File: config.mk
export PLATFORM = sky130hd
export DESIGN_NAME = fetch_pc_gen
export DESIGN_NICKNAME = d
export VERILOG_FILES = /design/src/rtl/rv_pkg.sv /design/src/rtl/bht.sv /design/src/rtl/fetch_pc_gen.sv
export SDC_FILE = /design/constraint.sdc
export NUM_CORES = 1
export LEC_CHECK = 0
export CAP_MARGIN = 20
export CORE_MARGIN = 5
export CORE_UTILIZATION = 38
export CTS_CLUSTER_SIZE = 12
export DETAILED_ROUTE_END_ITERATION = 7
export GPL_TIMING_DRIVEN = 0
export HOLD_SLACK_MARGIN = 0.1
export PLACE_DENSITY = 0.79
export SLEW_MARGIN = 40
export SYNTH_ARGS = -nofsm -noshare
export SYNTH_HDL_FRONTEND = slang
export SYNTH_HIERARCHICAL = 1
export SYNTH_SLANG_ARGS = --single-unit
File: constraint.sdc
create_clock -name clk -period 3.05 [get_ports clk]
set_input_delay 0.61 -clock clk [delete_from_list [all_inputs] [get_ports clk]]
set_output_delay 0.61 -clock clk [all_outputs]
set_load 0.005 [all_outputs]
File: src/rtl/rv_pkg.sv
// Shared RISC-V fetch definitions: opcode classes, NOP encoding, default
// reset vector and the branch-history counter helpers.
package rv_pkg;

    localparam logic [31:0] DEFAULT_RESET_PC = 32'h0040_0000;

    // inst[6:2] values that mark control-flow instructions
    localparam logic [4:0]  OP_BRANCH = 5'b11000;
    localparam logic [4:0]  OP_JAL    = 5'b11011;
    localparam logic [4:0]  OP_JALR   = 5'b11001;

    // addi x0, x0, 0
    localparam logic [31:0] NOP = 32'h0000_0013;

    // Weakly not-taken starting point for every history counter
    localparam logic [1:0]  CTR_INIT = 2'b01;

    typedef enum logic [1:0] {
        CF_NONE,
        CF_BRANCH,
        CF_JAL,
        CF_JALR
    } cf_kind_t;

    // Map the major opcode field onto a control-flow class
    function automatic cf_kind_t classify(input logic [4:0] opcode);
        cf_kind_t kind;
        case (opcode)
            OP_BRANCH: kind = CF_BRANCH;
            OP_JAL:    kind = CF_JAL;
            OP_JALR:   kind = CF_JALR;
            default:   kind = CF_NONE;
        endcase
        return kind;
    endfunction

    // Two-bit saturating step: taken climbs toward 3, not-taken falls toward 0
    function automatic logic [1:0] sat_update(input logic [1:0] ctr, input logic taken);
        logic [1:0] next;
        next = ctr;
        if (taken) begin
            if (ctr != 2'b11) next = ctr + 2'b01;
        end else begin
            if (ctr != 2'b00) next = ctr - 2'b01;
        end
        return next;
    endfunction

endpackage

File: src/rtl/bht.sv
// Branch history table: one 2-bit saturating counter per entry. The read
// port is combinational and always sees the value before this cycle's update.
module bht
    import rv_pkg::*;
#(
    parameter int ENTRIES = 16,
    parameter int IDX_W   = $clog2(ENTRIES)
) (
    input  logic             clk,
    input  logic             rst,
    input  logic [IDX_W-1:0] rd_idx,
    output logic             rd_taken,
    input  logic             upd_valid,
    input  logic [IDX_W-1:0] upd_idx,
    input  logic             upd_taken
);

    logic [1:0] ctr [ENTRIES];

    // Counter storage: reset every entry to weakly not-taken, then train on resolved branches
    always_ff @(posedge clk or posedge rst) begin
        if (rst) begin
            for (int i = 0; i < ENTRIES; i++) begin
                ctr[i] <= CTR_INIT;
            end
        end else if (upd_valid) begin
            ctr[upd_idx] <= sat_update(ctr[upd_idx], upd_taken);
        end
    end

    assign rd_taken = ctr[rd_idx][1];

endmodule

File: src/rtl/fetch_pc_gen.sv
// Fetch-stage PC generator and IF/ID pipeline register.
// Next-PC priority: redirect, stall hold, predicted target, sequential.
// Define FETCH_BHT_EN to predict conditional branches from a history
// table; without it every branch is predicted taken and resolve_* is ignored.
module fetch_pc_gen
    import rv_pkg::*;
#(
    parameter logic [31:0] RESET_PC    = DEFAULT_RESET_PC,
    parameter int          BHT_ENTRIES = 16
) (
    input  logic        clk,
    input  logic        rst,
    input  logic        stall,
    input  logic [31:0] inst,
    input  logic [31:0] predict_pc,
    input  logic        redirect_valid,
    input  logic [31:0] redirect_pc,
    input  logic        resolve_valid,
    input  logic [31:0] resolve_pc,
    input  logic        resolve_taken,
    output logic [31:0] pc,
    output logic [31:0] if_id_pc,
    output logic [31:0] if_id_inst,
    output logic        if_id_pred_taken,
    output logic        if_id_valid
);

    cf_kind_t    cf_kind;
    logic        branch_taken;
    logic        pred_taken;
    logic [31:0] next_pc;

    assign cf_kind = classify(inst[6:2]);

`ifdef FETCH_BHT_EN
    localparam int IDX_W = $clog2(BHT_ENTRIES);

    bht #(
        .ENTRIES (BHT_ENTRIES),
        .IDX_W   (IDX_W)
    ) u_bht (
        .clk       (clk),
        .rst       (rst),
        .rd_idx    (pc[IDX_W+1:2]),
        .rd_taken  (branch_taken),
        .upd_valid (resolve_valid),
        .upd_idx   (resolve_pc[IDX_W+1:2]),
        .upd_taken (resolve_taken)
    );

    logic unused_bits;
    assign unused_bits = ^{redirect_pc[1:0], resolve_pc[31:IDX_W+2], resolve_pc[1:0]};
`else
    assign branch_taken = 1'b1;

    logic unused_bits;
    assign unused_bits = ^{redirect_pc[1:0], resolve_valid, resolve_pc, resolve_taken,
                           BHT_ENTRIES[0]};
`endif

    // Prediction: jumps always taken, conditional branches follow the branch predictor
    always_comb begin
        pred_taken = 1'b0;
        case (cf_kind)
            CF_JAL, CF_JALR: pred_taken = 1'b1;
            CF_BRANCH:       pred_taken = branch_taken;
            default:         pred_taken = 1'b0;
        endcase
    end

    // Next fetch address; redirect targets are forced word-aligned and pc+4 wraps naturally
    always_comb begin
        next_pc = pc + 32'd4;
        if (redirect_valid) begin
            next_pc = {redirect_pc[31:2], 2'b00};
        end else if (stall) begin
            next_pc = pc;
        end else if (pred_taken) begin
            next_pc = predict_pc;
        end
    end

    // Program counter register
    always_ff @(posedge clk or posedge rst) begin
        if (rst) begin
            pc <= RESET_PC;
        end else begin
            pc <= next_pc;
        end
    end

    // IF/ID register: a redirect squashes to a NOP bubble, a stall holds, otherwise capture
    always_ff @(posedge clk or posedge rst) begin
        if (rst) begin
            if_id_pc         <= 32'h0000_0000;
            if_id_inst       <= NOP;
            if_id_pred_taken <= 1'b0;
            if_id_valid      <= 1'b0;
        end else if (redirect_valid) begin
            if_id_inst       <= NOP;
            if_id_pred_taken <= 1'b0;
            if_id_valid      <= 1'b0;
        end else if (!stall) begin
            if_id_pc         <= pc;
            if_id_inst       <= inst;
            if_id_pred_taken <= pred_taken;
            if_id_valid      <= 1'b1;
        end
    end

endmodule

==> results.txt, run 1 <==
The total half-perimeter wirelength after legalization and detailed placement is 14.1 mm. From bottom edge to top edge, the die measures 125 µm. The number of antenna diodes in the final layout is 0.

The cell sitting at the root of the clock tree is a sky130_fd_sc_hd__clkbuf_16. The clock group share of total power came out at 33.0%. For this run the aggregate overflow at the end of global routing stands at 0. The starting DRC count in detailed routing came out at 437. The die is 125 µm wide.

The Yosys warning count is 6. Dividing the detail-routed wire length by the instance count gives 19.8 µm. The flow ran to the end, and the final reports show no timing, DRC or antenna violations. The signal on the critical path passes through clkdlybuf4s50_1, and3b_1, clkbuf_1, nand2_1, a21o_1, a221oi_1, o21ai_0.

The final cycle utilization of the critical path is 86.3%. The worst hold path belongs to the class reg2reg. TritonCTS built the clock tree. The destination of the worst register-to-register timing path is pc[30]$_DFFE_PP0P_. The most common library cell in the layout ignoring fill and taps is sky130_fd_sc_hd__clkdlybuf4s50_1. The total of flip-flops plus latches after synthesis is 98. The switching power came out at 1.02 mW. The power share of the sequential group is 43.2%.

The number of resized instances in the post-cts repair step came out at 0. After synthesis, the mean cell area works out to 9.14 µm². The worst setup path is captured at a flop.

Clock tree synthesis found a total of 98 sinks. The post-placement cell area is 7280 µm². The number of optimization iterations in the first detailed-route pass came out at 5. The wire length of the first global-routing pass came out at 29.8 mm. Data on the critical path arrives at its endpoint at 2840 ps. In the synthesized netlist the dominant register cell turns out to be sky130_fd_sc_hd__dfrtp_1.

The post-route setup TNS is 0 ps. The fraction of power spent switching nets is 27.5%. The number of buffers added by the clock tree synthesis step came out at 9.

The end point of the critical path is pc[10]$_DFFE_PP0P_. The final antenna-violating net count came out at 0. The synthesized instance count is 551. The clock skew after layout came out at 8.85 ps. Input and output buffers added on the ports amount to 193. The number of cells on the worst reg-to-reg path is 6.

The initial antenna violation count is 0. The fill cell instance count of the final layout came out at 1180. The share of async-settable or async-resettable flops after synthesis came out at 100%.

The final RePlAce weighted congestion is 0.932. The library cells used most frequently in the layout, excluding fill and tap cells, are sky130_fd_sc_hd__clkdlybuf4s50_1 (193), sky130_fd_sc_hd__nand2_1 (117), sky130_fd_sc_hd__dfrtp_1 (94). The smallest clock period supported by the final layout is computed as 2630 ps. The headroom to the max-slew limit came out at 44.3%. In this run the post-CTS setup repair buffer count came out at 0.

The clock-pin slew of the registers on the worst-case setup and hold paths came out at 70 ps. The static power due to leakage is 3.31 nW. The slack of the worst reg-to-reg path is 840 ps. The via count of the first global-routing pass is 5397. The share of the yosys chip area belonging to registers came out at 48.8%. Max-cap violations in this run came to 0. Dividing total power by cell area gives a power density of 487 nW/µm². The synthesized net count came out at 686.

The slew at the pin closest to its max-slew limit came out at 832 ps. The initial core utilization came out at 38.3%. The number of synthesized flops with an enable pin is 0. For this block, the via count after detailed routing is 5106. The floorplan has 42 rows. The latest clock arrival within the worst-skew pair is 350 ps.

On the critical path, the stage with the largest delay is an instance of sky130_fd_sc_hd__clkbuf_1. The count of endpoints failing hold in the final timing report came out at 0. The clock tree buffer depth is 2. The share of total power in combinational logic is 23.8%. The post-synthesis cell area came out at 5040 µm². The area of the core came out at 13100 µm². Setup violations remaining at the end of the flow were counted as 0. The depth of the CTS H-tree came out at 3. The launching point of the worst reg2reg path is pc[2]$_DFFE_PP0P_. The class of the most critical setup path is in2reg.

The die covers 15700 µm². The critical path required time is 3250 ps. The maximum VDD drop is 0.000317 V. The internal power of the cells totals 2.68 mW. The fraction of layout cells with a size suffix above 1 came out at 7.20%.

The number of pins exceeding their max-slew limit in the final report came out at 0. After detailed routing, the number of remaining DRC violations is 0. The total number of nets in the final design is 894.

The number of different library cells in the post-synthesis netlist is 63. The maximum fanout along the worst path came out at 10. The number of vias per cell after detailed routing came out at 5.43.

Global routing used 24.1% of the available tracks. The delay contributed by the slowest stage of the critical path came out at 570 ps. The summed area of non-filler cells in the final layout came out at 7600 µm². The largest net degree at the start of global routing came out at 27.

In this run the count of I/O pins placed on the die edge is 232. Setup repair after global routing left no endpoint under its margin. Buffers inserted to repair hold after CTS numbered 0. STA classifies the critical path startpoint as a primary input.

The highest clock rate came out at 380 MHz. The layout overhead on the synthesized area came out at 50.8%. The source of the critical timing path is inst[6]. The overall routed net length came out at 18.6 mm.
[stage by stage]
stage               hold WS [ps]  worst slack [ps]  power, mW  cells  utilization (%)
floorplan                    470              1200       1.92    551                -
global placement             460               191       2.46    920             54.8
detailed placement           461               171       2.50    924             55.4
CTS                          477               543       3.74    940             57.8
global route                 501               329       3.90    940             57.8
finish                       477               417       3.70    940             57.8
[layer usage]
metal | share of wire (%) | global-route usage, % | wire length (µm)
met1 | 39 | 28.7 | 7280
met2 | 48 | 39.9 | 8880
met3 | 11 | 9.89 | 2110
met4 | 1.9 | 7.46 | 355
met5 | 0 | 0 | 0
[synth_stat cells, types with 2 or more instances]
cell / n / share of area, %
sky130_fd_sc_hd__nor2_1: 43 / 3.2
sky130_fd_sc_hd__a221oi_1: 5 / 0.87
sky130_fd_sc_hd__nor3_1: 6 / 0.60
sky130_fd_sc_hd__nand2b_1: 4 / 0.50
sky130_fd_sc_hd__o21ai_1: 3 / 0.30
sky130_fd_sc_hd__mux2i_1: 36 / 7.2
sky130_fd_sc_hd__a31oi_1: 15 / 1.9
sky130_fd_sc_hd__a22oi_1: 3 / 0.45
sky130_fd_sc_hd__nand3_1: 23 / 2.3
sky130_fd_sc_hd__nor4_1: 4 / 0.50
sky130_fd_sc_hd__dfstp_2: 4 / 2.1
sky130_fd_sc_hd__clkbuf_1: 21 / 1.6
sky130_fd_sc_hd__nand3_4: 2 / 0.70
sky130_fd_sc_hd__o211ai_1: 3 / 0.45
sky130_fd_sc_hd__o21ai_0: 32 / 3.2
sky130_fd_sc_hd__mux2_2: 3 / 0.67
sky130_fd_sc_hd__nand2_1: 117 / 8.7
sky130_fd_sc_hd__a2bb2oi_1: 2 / 0.35
sky130_fd_sc_hd__and2_1: 7 / 0.87
sky130_fd_sc_hd__nand4_2: 2 / 0.50
sky130_fd_sc_hd__inv_1: 12 / 0.89
sky130_fd_sc_hd__or2_2: 2 / 0.25
sky130_fd_sc_hd__and4_1: 2 / 0.35
sky130_fd_sc_hd__o221ai_1: 4 / 0.70
sky130_fd_sc_hd__buf_6: 2 / 0.45
sky130_fd_sc_hd__and3_1: 10 / 1.2
sky130_fd_sc_hd__buf_1: 4 / 0.30
sky130_fd_sc_hd__nand4_1: 6 / 0.75
sky130_fd_sc_hd__o22a_1: 3 / 0.52
sky130_fd_sc_hd__a21o_1: 2 / 0.30
sky130_fd_sc_hd__o22ai_1: 4 / 0.50
sky130_fd_sc_hd__buf_2: 12 / 1.2
sky130_fd_sc_hd__a21oi_1: 21 / 2.1
sky130_fd_sc_hd__o31a_1: 3 / 0.52
sky130_fd_sc_hd__nor2b_1: 6 / 0.75
sky130_fd_sc_hd__dfrtp_1: 94 / 47
sky130_fd_sc_hd__o2bb2ai_1: 3 / 0.52
[worst max-delay path, delay by kind of cell]
family | cells | cell delay, ps
AO/OA/AOI/OAI | 3 | 590
AND/OR/NAND/NOR | 2 | 560
buffers and inverters | 2 | 1080
[registers in the layout (all words and copies together), names as in the netlist]
name / flops
pc: 32
if_id_pred_taken: 1
if_id_pc: 32
if_id_valid: 1
if_id_inst: 32
[logic make-up after synthesis]
kind of cell | count (synthesis) | synth area share [%]
flip-flops | 98 | 48.8
buffers and inverters | 52 | 4.55
multiplexers | 39 | 7.82
AO/OA/AOI/OAI | 116 | 15.1
AND/OR/NAND/NOR | 245 | 23.5
adder cells (fa/ha/maj) | 1 | 0.248
[worst min path at each step]
stage	from	endpoint	slack (ps)	depth (start not counted)
after floorplan	if_id_pc[0]$_DFFE_PP0P_	if_id_pc[0]$_DFFE_PP0P_	470	2
after global placement	if_id_pc[1]$_DFFE_PP0P_	if_id_pc[1]$_DFFE_PP0P_	460	2
after detailed placement	if_id_pc[4]$_DFFE_PP0P_	if_id_pc[4]$_DFFE_PP0P_	460	2
after CTS	if_id_pc[4]$_DFFE_PP0P_	if_id_pc[4]$_DFFE_PP0P_	480	2
after global routing	if_id_pc[4]$_DFFE_PP0P_	if_id_pc[4]$_DFFE_PP0P_	500	2
final	if_id_pc[22]$_DFFE_PP0P_	if_id_pc[22]$_DFFE_PP0P_	480	2
[power groups by stage]
stage | Combinational, mW | Clock (mW) | Sequential, mW
final | 0.881 | 1.22 | 1.60
after global routing | 0.959 | 1.32 | 1.62
after CTS | 0.885 | 1.26 | 1.60
after detailed placement | 0.882 | 0 | 1.62
after global placement | 0.849 | 0 | 1.61
after floorplan | 0.326 | 0 | 1.60
[area by class of cell]
class,count,area (µm²),area share [%]
Sequential cell,98,2460,32.3
Multi-Input combinational cell,401,2350,30.9
Timing Repair Buffer,197,2020,26.6
Clock buffer,15,288,3.79
Tap cell,176,220,2.90
Buffer,40,184,2.42
Inverter,12,48.8,0.642
Clock inverter,1,30.0,0.395
Note: power is estimated with default switching activity, not from simulation.
==> inputs of run 2 (changes only) <==
--- a/config.mk
+++ b/config.mk
@@ -5,7 +5,7 @@
 export SDC_FILE = /design/constraint.sdc
 export NUM_CORES = 1
 export LEC_CHECK = 0
-export CAP_MARGIN = 20
+export CAP_MARGIN = 5
 export CORE_MARGIN = 5
 export CORE_UTILIZATION = 38
 export CTS_CLUSTER_SIZE = 12
==> results of run 2 <==
The final DEF is identical to that of run 1; final timing and power are the same.
